[config.mk]
export PLATFORM = sky130hd
export DESIGN_NAME = daq_run_sequencer_flat
export DESIGN_NICKNAME = d
export VERILOG_FILES = /design/src/rtl/daq_run_sequencer_if.sv /design/src/rtl/daq_run_sequencer.sv /design/src/flat_wrapper.sv
export SDC_FILE = /design/constraint.sdc
export NUM_CORES = 1
export LEC_CHECK = 0
export ABC_AREA = 1
export CORE_AREA = 2 2 75 91
export DETAILED_ROUTE_END_ITERATION = 16
export DIE_AREA = 0 0 77 93
export PLACE_DENSITY = 0.74
export SLEW_MARGIN = 20
export SYNTH_ARGS = -nofsm -noshare
export SYNTH_HDL_FRONTEND = slang
export SYNTH_SLANG_ARGS = --single-unit
[constraint.sdc]
create_clock -name Clk -period 1.7 [get_ports Clk]
set_input_delay 0.17 -clock Clk [delete_from_list [all_inputs] [get_ports Clk]]
set_output_delay 0.17 -clock Clk [all_outputs]
set_load 0.01 [all_outputs]
[src/rtl/daq_run_sequencer_if.sv]
// Control/status bundle between the USB command side, DAQ control and the run sequencer.
// The master side issues run commands and cycle events; the slave side is the sequencer.
interface daq_run_sequencer_if;
   logic        RunStart;
   logic        RunStop;
   logic [15:0] RunCount;
   logic [15:0] IdleTime;
   logic [15:0] TimeoutLimit;
   logic        OnceEnd;
   logic        UsbFifoEmpty;
   logic        AcqStart;
   logic        RunBusy;
   logic        RunDone;
   logic [15:0] CycleCount;
   logic        TimeoutFlag;
   logic [2:0]  SeqState;

   modport master (
      output RunStart, RunStop, RunCount, IdleTime, TimeoutLimit, OnceEnd, UsbFifoEmpty,
      input  AcqStart, RunBusy, RunDone, CycleCount, TimeoutFlag, SeqState
   );

   modport slave (
      input  RunStart, RunStop, RunCount, IdleTime, TimeoutLimit, OnceEnd, UsbFifoEmpty,
      output AcqStart, RunBusy, RunDone, CycleCount, TimeoutFlag, SeqState
   );
endinterface

[src/rtl/daq_run_sequencer.sv]
// DAQ run sequencer: repeats acquire/drain/gap cycles for one run and reports progress.
// Defining DAQ_SEQ_TIMEOUT_EN adds a watchdog on cycles stalled in WAIT_END/DRAIN.
module daq_run_sequencer (
   input logic                Clk,
   input logic                reset,
   daq_run_sequencer_if.slave bus
);

   typedef enum logic [2:0] {
      IDLE     = 3'd0,
      START    = 3'd1,
      WAIT_END = 3'd2,
      DRAIN    = 3'd3,
      GAP      = 3'd4,
      DONE     = 3'd5
   } seqState_t;

   seqState_t   state;
   seqState_t   nextState;
   logic [15:0] cycleCount;
   logic [15:0] gapCount;
   logic        stopPending;
   logic        acqStartReg;
   logic        runBusyReg;
   logic        runDoneReg;
   logic        startAccept;
   logic        cycleInc;
   logic        setStopPending;
   logic        timeoutHit;
   logic        wdExpire;

   // Next-state decode; a completed cycle outranks a watchdog expiry in the same clock.
   always_comb begin
      nextState      = state;
      startAccept    = 1'b0;
      cycleInc       = 1'b0;
      setStopPending = 1'b0;
      timeoutHit     = 1'b0;
      case (state)
         IDLE: begin
            if (bus.RunStart && !bus.RunStop) begin
               nextState   = START;
               startAccept = 1'b1;
            end
         end
         START: begin
            nextState = bus.RunStop ? DONE : WAIT_END;
         end
         WAIT_END: begin
            setStopPending = bus.RunStop;
            if (bus.OnceEnd) begin
               nextState = DRAIN;
               cycleInc  = 1'b1;
            end else if (wdExpire) begin
               nextState  = DONE;
               timeoutHit = 1'b1;
            end
         end
         DRAIN: begin
            setStopPending = bus.RunStop;
            if (bus.UsbFifoEmpty) begin
               if (stopPending || bus.RunStop ||
                   ((bus.RunCount != 16'd0) && (cycleCount == bus.RunCount)))
                  nextState = DONE;
               else
                  nextState = GAP;
            end else if (wdExpire) begin
               nextState  = DONE;
               timeoutHit = 1'b1;
            end
         end
         GAP: begin
            if (bus.RunStop)
               nextState = DONE;
            else if (gapCount <= 16'd1)
               nextState = START;
         end
         DONE:    nextState = IDLE;
         default: nextState = IDLE;
      endcase
   end

   // State register plus outputs registered from the next state so they align with it.
   always_ff @(posedge Clk or posedge reset) begin
      if (reset) begin
         state       <= IDLE;
         cycleCount  <= 16'd0;
         gapCount    <= 16'd0;
         stopPending <= 1'b0;
         acqStartReg <= 1'b0;
         runBusyReg  <= 1'b0;
         runDoneReg  <= 1'b0;
      end else begin
         state       <= nextState;
         acqStartReg <= (nextState == START) || (nextState == WAIT_END);
         runBusyReg  <= (nextState != IDLE);
         runDoneReg  <= (nextState == DONE);
         if (startAccept) begin
            cycleCount  <= 16'd0;
            stopPending <= 1'b0;
         end else begin
            if (cycleInc && (cycleCount != 16'hFFFF))
               cycleCount <= cycleCount + 16'd1;
            if (setStopPending)
               stopPending <= 1'b1;
         end
         // Loading IdleTime on entry gives a GAP of max(IdleTime,1) clocks.
         if ((nextState == GAP) && (state != GAP))
            gapCount <= bus.IdleTime;
         else if (state == GAP)
            gapCount <= gapCount - 16'd1;
      end
   end

`ifdef DAQ_SEQ_TIMEOUT_EN
   logic [23:0] wdCount;
   logic [23:0] wdLimit;
   logic        timeoutFlag;

   assign wdLimit  = {bus.TimeoutLimit, 8'h00};
   assign wdExpire = (bus.TimeoutLimit != 16'd0) && (wdCount == (wdLimit - 24'd1));

   // Watchdog sits at zero outside the cycle so every WAIT_END entry starts fresh.
   always_ff @(posedge Clk or posedge reset) begin
      if (reset) begin
         wdCount     <= 24'd0;
         timeoutFlag <= 1'b0;
      end else begin
         if ((state == WAIT_END) || (state == DRAIN))
            wdCount <= wdCount + 24'd1;
         else
            wdCount <= 24'd0;
         if (startAccept)
            timeoutFlag <= 1'b0;
         else if (timeoutHit)
            timeoutFlag <= 1'b1;
      end
   end

   assign bus.TimeoutFlag = timeoutFlag;
`else
   logic unusedTimeout;

   assign wdExpire        = 1'b0;
   assign unusedTimeout   = ^{bus.TimeoutLimit, timeoutHit};
   assign bus.TimeoutFlag = 1'b0;
`endif

   assign bus.AcqStart   = acqStartReg;
   assign bus.RunBusy    = runBusyReg;
   assign bus.RunDone    = runDoneReg;
   assign bus.CycleCount = cycleCount;
   assign bus.SeqState   = state;

endmodule

[src/flat_wrapper.sv]
// flat-port wrapper written by rule: the top's interface ports become plain ports
module daq_run_sequencer_flat 
  (Clk, reset, bus_RunStart, bus_RunStop, bus_RunCount, bus_IdleTime, bus_TimeoutLimit, bus_OnceEnd, bus_UsbFifoEmpty, bus_AcqStart, bus_RunBusy, bus_RunDone, bus_CycleCount, bus_TimeoutFlag, bus_SeqState);
  daq_run_sequencer_if bus_i ();
  input logic Clk;
  input logic reset;
  input wire logic [$bits(bus_i.RunStart)-1:0] bus_RunStart;
  input wire logic [$bits(bus_i.RunStop)-1:0] bus_RunStop;
  input wire logic [$bits(bus_i.RunCount)-1:0] bus_RunCount;
  input wire logic [$bits(bus_i.IdleTime)-1:0] bus_IdleTime;
  input wire logic [$bits(bus_i.TimeoutLimit)-1:0] bus_TimeoutLimit;
  input wire logic [$bits(bus_i.OnceEnd)-1:0] bus_OnceEnd;
  input wire logic [$bits(bus_i.UsbFifoEmpty)-1:0] bus_UsbFifoEmpty;
  output wire logic [$bits(bus_i.AcqStart)-1:0] bus_AcqStart;
  output wire logic [$bits(bus_i.RunBusy)-1:0] bus_RunBusy;
  output wire logic [$bits(bus_i.RunDone)-1:0] bus_RunDone;
  output wire logic [$bits(bus_i.CycleCount)-1:0] bus_CycleCount;
  output wire logic [$bits(bus_i.TimeoutFlag)-1:0] bus_TimeoutFlag;
  output wire logic [$bits(bus_i.SeqState)-1:0] bus_SeqState;
  assign bus_i.RunStart = bus_RunStart;
  assign bus_i.RunStop = bus_RunStop;
  assign bus_i.RunCount = bus_RunCount;
  assign bus_i.IdleTime = bus_IdleTime;
  assign bus_i.TimeoutLimit = bus_TimeoutLimit;
  assign bus_i.OnceEnd = bus_OnceEnd;
  assign bus_i.UsbFifoEmpty = bus_UsbFifoEmpty;
  assign bus_AcqStart = bus_i.AcqStart;
  assign bus_RunBusy = bus_i.RunBusy;
  assign bus_RunDone = bus_i.RunDone;
  assign bus_CycleCount = bus_i.CycleCount;
  assign bus_TimeoutFlag = bus_i.TimeoutFlag;
  assign bus_SeqState = bus_i.SeqState;
  daq_run_sequencer u_core (.Clk(Clk), .reset(reset), .bus(bus_i));
endmodule
==> results.yml <==
critical_path:
  cp_slowest_cell: "dfrtp_1"
  crit_chain: "nor2_1, nand2_4, nor2_4, nand2_4, nand2_2, nand2_2, o21ai_2, nand2_2, nand3_4, buf_6, nand2_4, inv_8, nand2_1, nand3_1"
  cp-end-kind: "flip-flop"
  crit_arrival_ps: 2080
  critPathRequiredTime_ps: 1930
  start_kind: "flip-flop"
  critPathKind: "reg2reg"
  cp_max_fo: 7
  crit_family: "simple AND/OR/NAND/NOR gates"
  cpPeakStageDelay_ps: 390
  path_buf_inv: 2
routing:
  drcViolationCount: 0
  antenna_left: 0
  vias: 3077
  drt_iter0_drc: 110
  routed_wl_mm: 8.44
  viasPerCell: 4.96
  wl_per_cell_um: 13.6
  dr.pass1.iters: 4
cells_and_area:
  drive_gt1_share_pct: 36.1
  fin_nets: 591
  layout_commonest_cell: "nand2_1"
  stdcell_area_um2: 4480
  final_cell_mix: "nand2_1 (88), buf_4 (72), clkdlybuf4s50_1 (59)"
  fillers: 516
  diodes: 0
  syn_to_final_growth_pct: 70.7
synth:
  yosys.area_share.simple_pct: 39.6
  syn_avg_cell_area_um2: 6.77
  async_reset_ff_share_pct: 100
  synth_top_area_share_pct: 37.2
  synthXorXnorAreaFrac_pct: 3.34
  synthAdderAreaFrac_pct: 1.43
  syn_inst: 388
  yosys_warnings: 0
  syn_nets: 445
  syn_area_um2: 2630
  synth-seq-area-share_pct: 37.2
  synth_compound_area_share_pct: 8.82
  synth_edf_count: 0
  yosysUniqueCellTypes: 35
  ys_top_cells_by_area: "dfrtp_1 (37%), nand2_1 (15%), nand3_1 (7.4%)"
  synth-seq-cells: 39
  yosys.area.top_type: "dfrtp_1"
  muxShareOfSynthArea_pct: 0
  synth_top_family_by_area: "simple AND/OR/NAND/NOR gates"
  synth_ff_type: "dfrtp_1"
timing:
  post-route-min-period_ps: 1860
  skew_ps: 9.88
  slew_violations: 0
  worst_slew_pin_slew_ps: 530
  maxSlewHeadroom_pct: 64.6
  setup_viol: 22
  finalSetupTns_ps: -1910
  max_freq_mhz: 539
  fin_ws_ps: -156
  rsz0062_at_grt: "true"
  hold_violations: 0
  hold_slack_ps: 295
  min_period_over_period_pct: 109
outcome:
  outcome: "finished with violations"
  violations: "setup timing"
placement:
  gp_congestion: 0.850
  placed_area_um2: 3850
  numPortBuffers: 59
  dpl.hpwl_mm: 5.87
  dp_slack_ps: -431
global_route:
  grt-ovfl-total: 0
  grt_pass1_wl_mm: 13.3
  antenna_found_initial: 0
  track_usage_pct: 23.2
  grt_max_degree: 40
  grt_pass1_vias: 3019
power:
  peakVddDrop_uv: 849
  cellPowerDensity_nw_per_um2: 1330
  power.total_mw: 5.97
  p_leak_nw: 2.15
floorplan:
  start_util_pct: 41.5
  num_rows: 32
  io_pins: 77
  die_w_um: 77
  die_area_um2: 7160
  core_um2: 6330
  die-height_um: 93
clock_network:
  clkLatencyLatePin_ps: 290
  root_buffer: "clkbuf_8"
  htree_levels: 2
  cts_sinks: 39
  numCtsBuffers: 5
  clockBufferDepth: 2
  clkSlewWorstSetupHoldPaths_ps: 80
  cts_tree: "yes"
job:
  drv_cap: 0
min_path:
  hold_path.class: "in2async"
-- Yosys cell counts, types with 2 or more instances --
| cell type | instances |
|---|---|
| xnor2_1 | 8 |
| o21ai_0 | 14 |
| clkbuf_1 | 3 |
| nand2_2 | 6 |
| buf_4 | 2 |
| nand3b_1 | 2 |
| nor2_1 | 48 |
| or2_2 | 4 |
| o21a_1 | 2 |
| nor4_1 | 2 |
| xor2_1 | 2 |
| a21oi_1 | 13 |
| nand4_1 | 8 |
| nand2_1 | 106 |
| nand3_2 | 2 |
| nor3_1 | 13 |
| ha_1 | 3 |
| dfrtp_1 | 39 |
| o21bai_1 | 2 |
| inv_1 | 52 |
| a31oi_1 | 2 |
| nand3_1 | 39 |
| nor2_2 | 3 |
| inv_2 | 2 |
-- worst reg2reg max path, stage by stage, from the launching register on --
cell,delay [ps]
dfrtp_1,390
nor2_1,240
nand2_4,90
nor2_4,130
nand2_4,60
nand2_2,60
nand2_2,70
o21ai_2,150
nand2_2,90
nand3_4,90
buf_6,150
nand2_4,70
inv_8,90
nand2_1,70
nand3_1,70
-- metrics by stage --
step           utilization (%)  cells
6_report                  70.8    620
5_1_grt                   70.8    620
2_1_floorplan                -    388
3_5_place_dp              60.9    598
4_1_cts                   64.7    610
3_3_place_gp              60.9    598
-- layout make-up --
class,instances,area [um^2],share of cell area [%]
clock buffer,7,76.3,1.70
sequential,39,978,21.8
inverter,55,216,4.83
timing repair buffer,145,1320,29.3
clock inverter,1,5.00,0.112
multi-input combinational,288,1780,39.8
tap,85,106,2.37
-- flip-flops by register name (all words and copies together) (netlist names) --
register               cells
u_core.bus.AcqStart        1
u_core.bus.CycleCount     16
u_core.bus.RunBusy         1
u_core.bus.RunDone         1
u_core.bus.SeqState        3
u_core.gapCount           16
u_core.stopPending         1
-- power by group --
group	total [mW]	leakage [nW]	switching, mW	internal (mW)
Sequential	1.50	0.502	0.256	1.24
Clock	0.627	0.0422	0.339	0.289
Combinational	3.84	1.60	1.92	1.92
-- kinds of logic after synthesis --
| logic type | count (synthesis) |
|---|---|
| other | 1 |
| adder cells (fa/ha/maj) | 3 |
| flip-flops | 39 |
| buffers and inverters | 61 |
| AO/OA/AOI/OAI | 39 |
| XOR/XNOR | 10 |
| AND/OR/NAND/NOR | 235 |
-- layer usage --
metal | global-route usage, % | part of all wire [%] | vias to the layer above
li1 | - | - | 1530
met1 | 24.9 | 39 | 1448
met2 | 45.9 | 55 | 87
met3 | 3.57 | 4.7 | 12
met4 | 7.59 | 1.5 | 0
met5 | 0 | 0 | -
-- final timing paths --
kind | from | endpoint | slack [ps] | cells after the start
worst max-delay path | u_core.gapCount[2] | u_core.gapCount[7] | -160 | 14
worst min-delay path | reset | u_core.bus.CycleCount[4] | 290 | 3
worst max register to register | u_core.gapCount[2] | u_core.gapCount[7] | -160 | 14
worst min register to register | u_core.stopPending | u_core.stopPending | 580 | 4
max in group asynchronous | reset | u_core.bus.CycleCount[6] | 1000 | 3
min in group Clk | bus_IdleTime[4] | u_core.gapCount[4] | 450 | 3
-- repair_timing --
action                     4_1_cts  5_1_grt
setup endpoints to repair       29       33
pin swaps                       19       25
gates cloned                     0        0
setup buffers                    4       11
gates resized for setup         29       80
hold buffers                     0        0
(Power assumes the default switching activity.)
==> variant: new RTL, config.mk and constraints unchanged <==
The option `DAQ_SEQ_TIMEOUT_EN` is turned on by a define.
--- a/src/rtl/daq_run_sequencer.sv
+++ b/src/rtl/daq_run_sequencer.sv
@@ -2,2 +2,4 @@
 // Defining DAQ_SEQ_TIMEOUT_EN adds a watchdog on cycles stalled in WAIT_END/DRAIN.
+`define DAQ_SEQ_TIMEOUT_EN
+
 module daq_run_sequencer (
Function: same outputs for any inputs over 10 cycles, from zero or initial values and one cycle with reset high; that may be too few to reach the edited logic, so the function may still have changed.
==> variant against the unedited design <==
The flow now stops in detailed placement (3_5_place_dp). Synthesized area up 82%.
==> variant: results (changes against the unedited design) <==
[logic_synthesis]
synth-seq-cells=64  ; was 39
ys_types=37  ; was 35
synth_edf_count=0  ; unchanged
ys.warnings.count=0  ; unchanged
yosys-top-cells-area=dfrtp_1 34%, nand2_1 12%, nand3_1 6.7%  ; was dfrtp_1 37%, nand2_1 15%, nand3_1 7.4%
ys_seq_area_frac=0.336  ; was 0.372
synth_flop_cell=dfrtp_1  ; unchanged
syn-num-nets=735  ; was 445
synth_commonest_cells=148 x nand2_1, 83 x nor2_1, 82 x inv_1, 64 x dfrtp_1, 64 x nand3_1  ; was 106 x nand2_1, 52 x inv_1, 48 x nor2_1, 39 x dfrtp_1, 39 x nand3_1
async_flop_share=1.00  ; unchanged

[outcome]
outcome=stopped before the end  ; was finished, violations left
lastStage=detailed placement (3_5_place_dp)
error_line=[ERROR DPL-0038] Utilization greater than 100%, impossible to legalize

[placed_design]
gp_congestion=1.08  ; was 0.850
port_buffers=76  ; was 59

[die]
fp.dieW_microns=77  ; unchanged

==> variant: cells by family after synthesis <==
| group | count (synthesis) | share of synthesized area |
|---|---|---|
| flops | 64 | 0.336 |
| fa+ha+maj | 5 | 0.0131 |
| buf+inv | 101 | 0.0844 |
| simple gates | 415 | 0.439 |
| compound gates | 57 | 0.0650 |
| xor+xnor | 34 | 0.0624 |
==> variant: per-stage QoR <==
step	hold slack (ns)	cells
after global placement	0.479	982
after floorplan	0.301	676
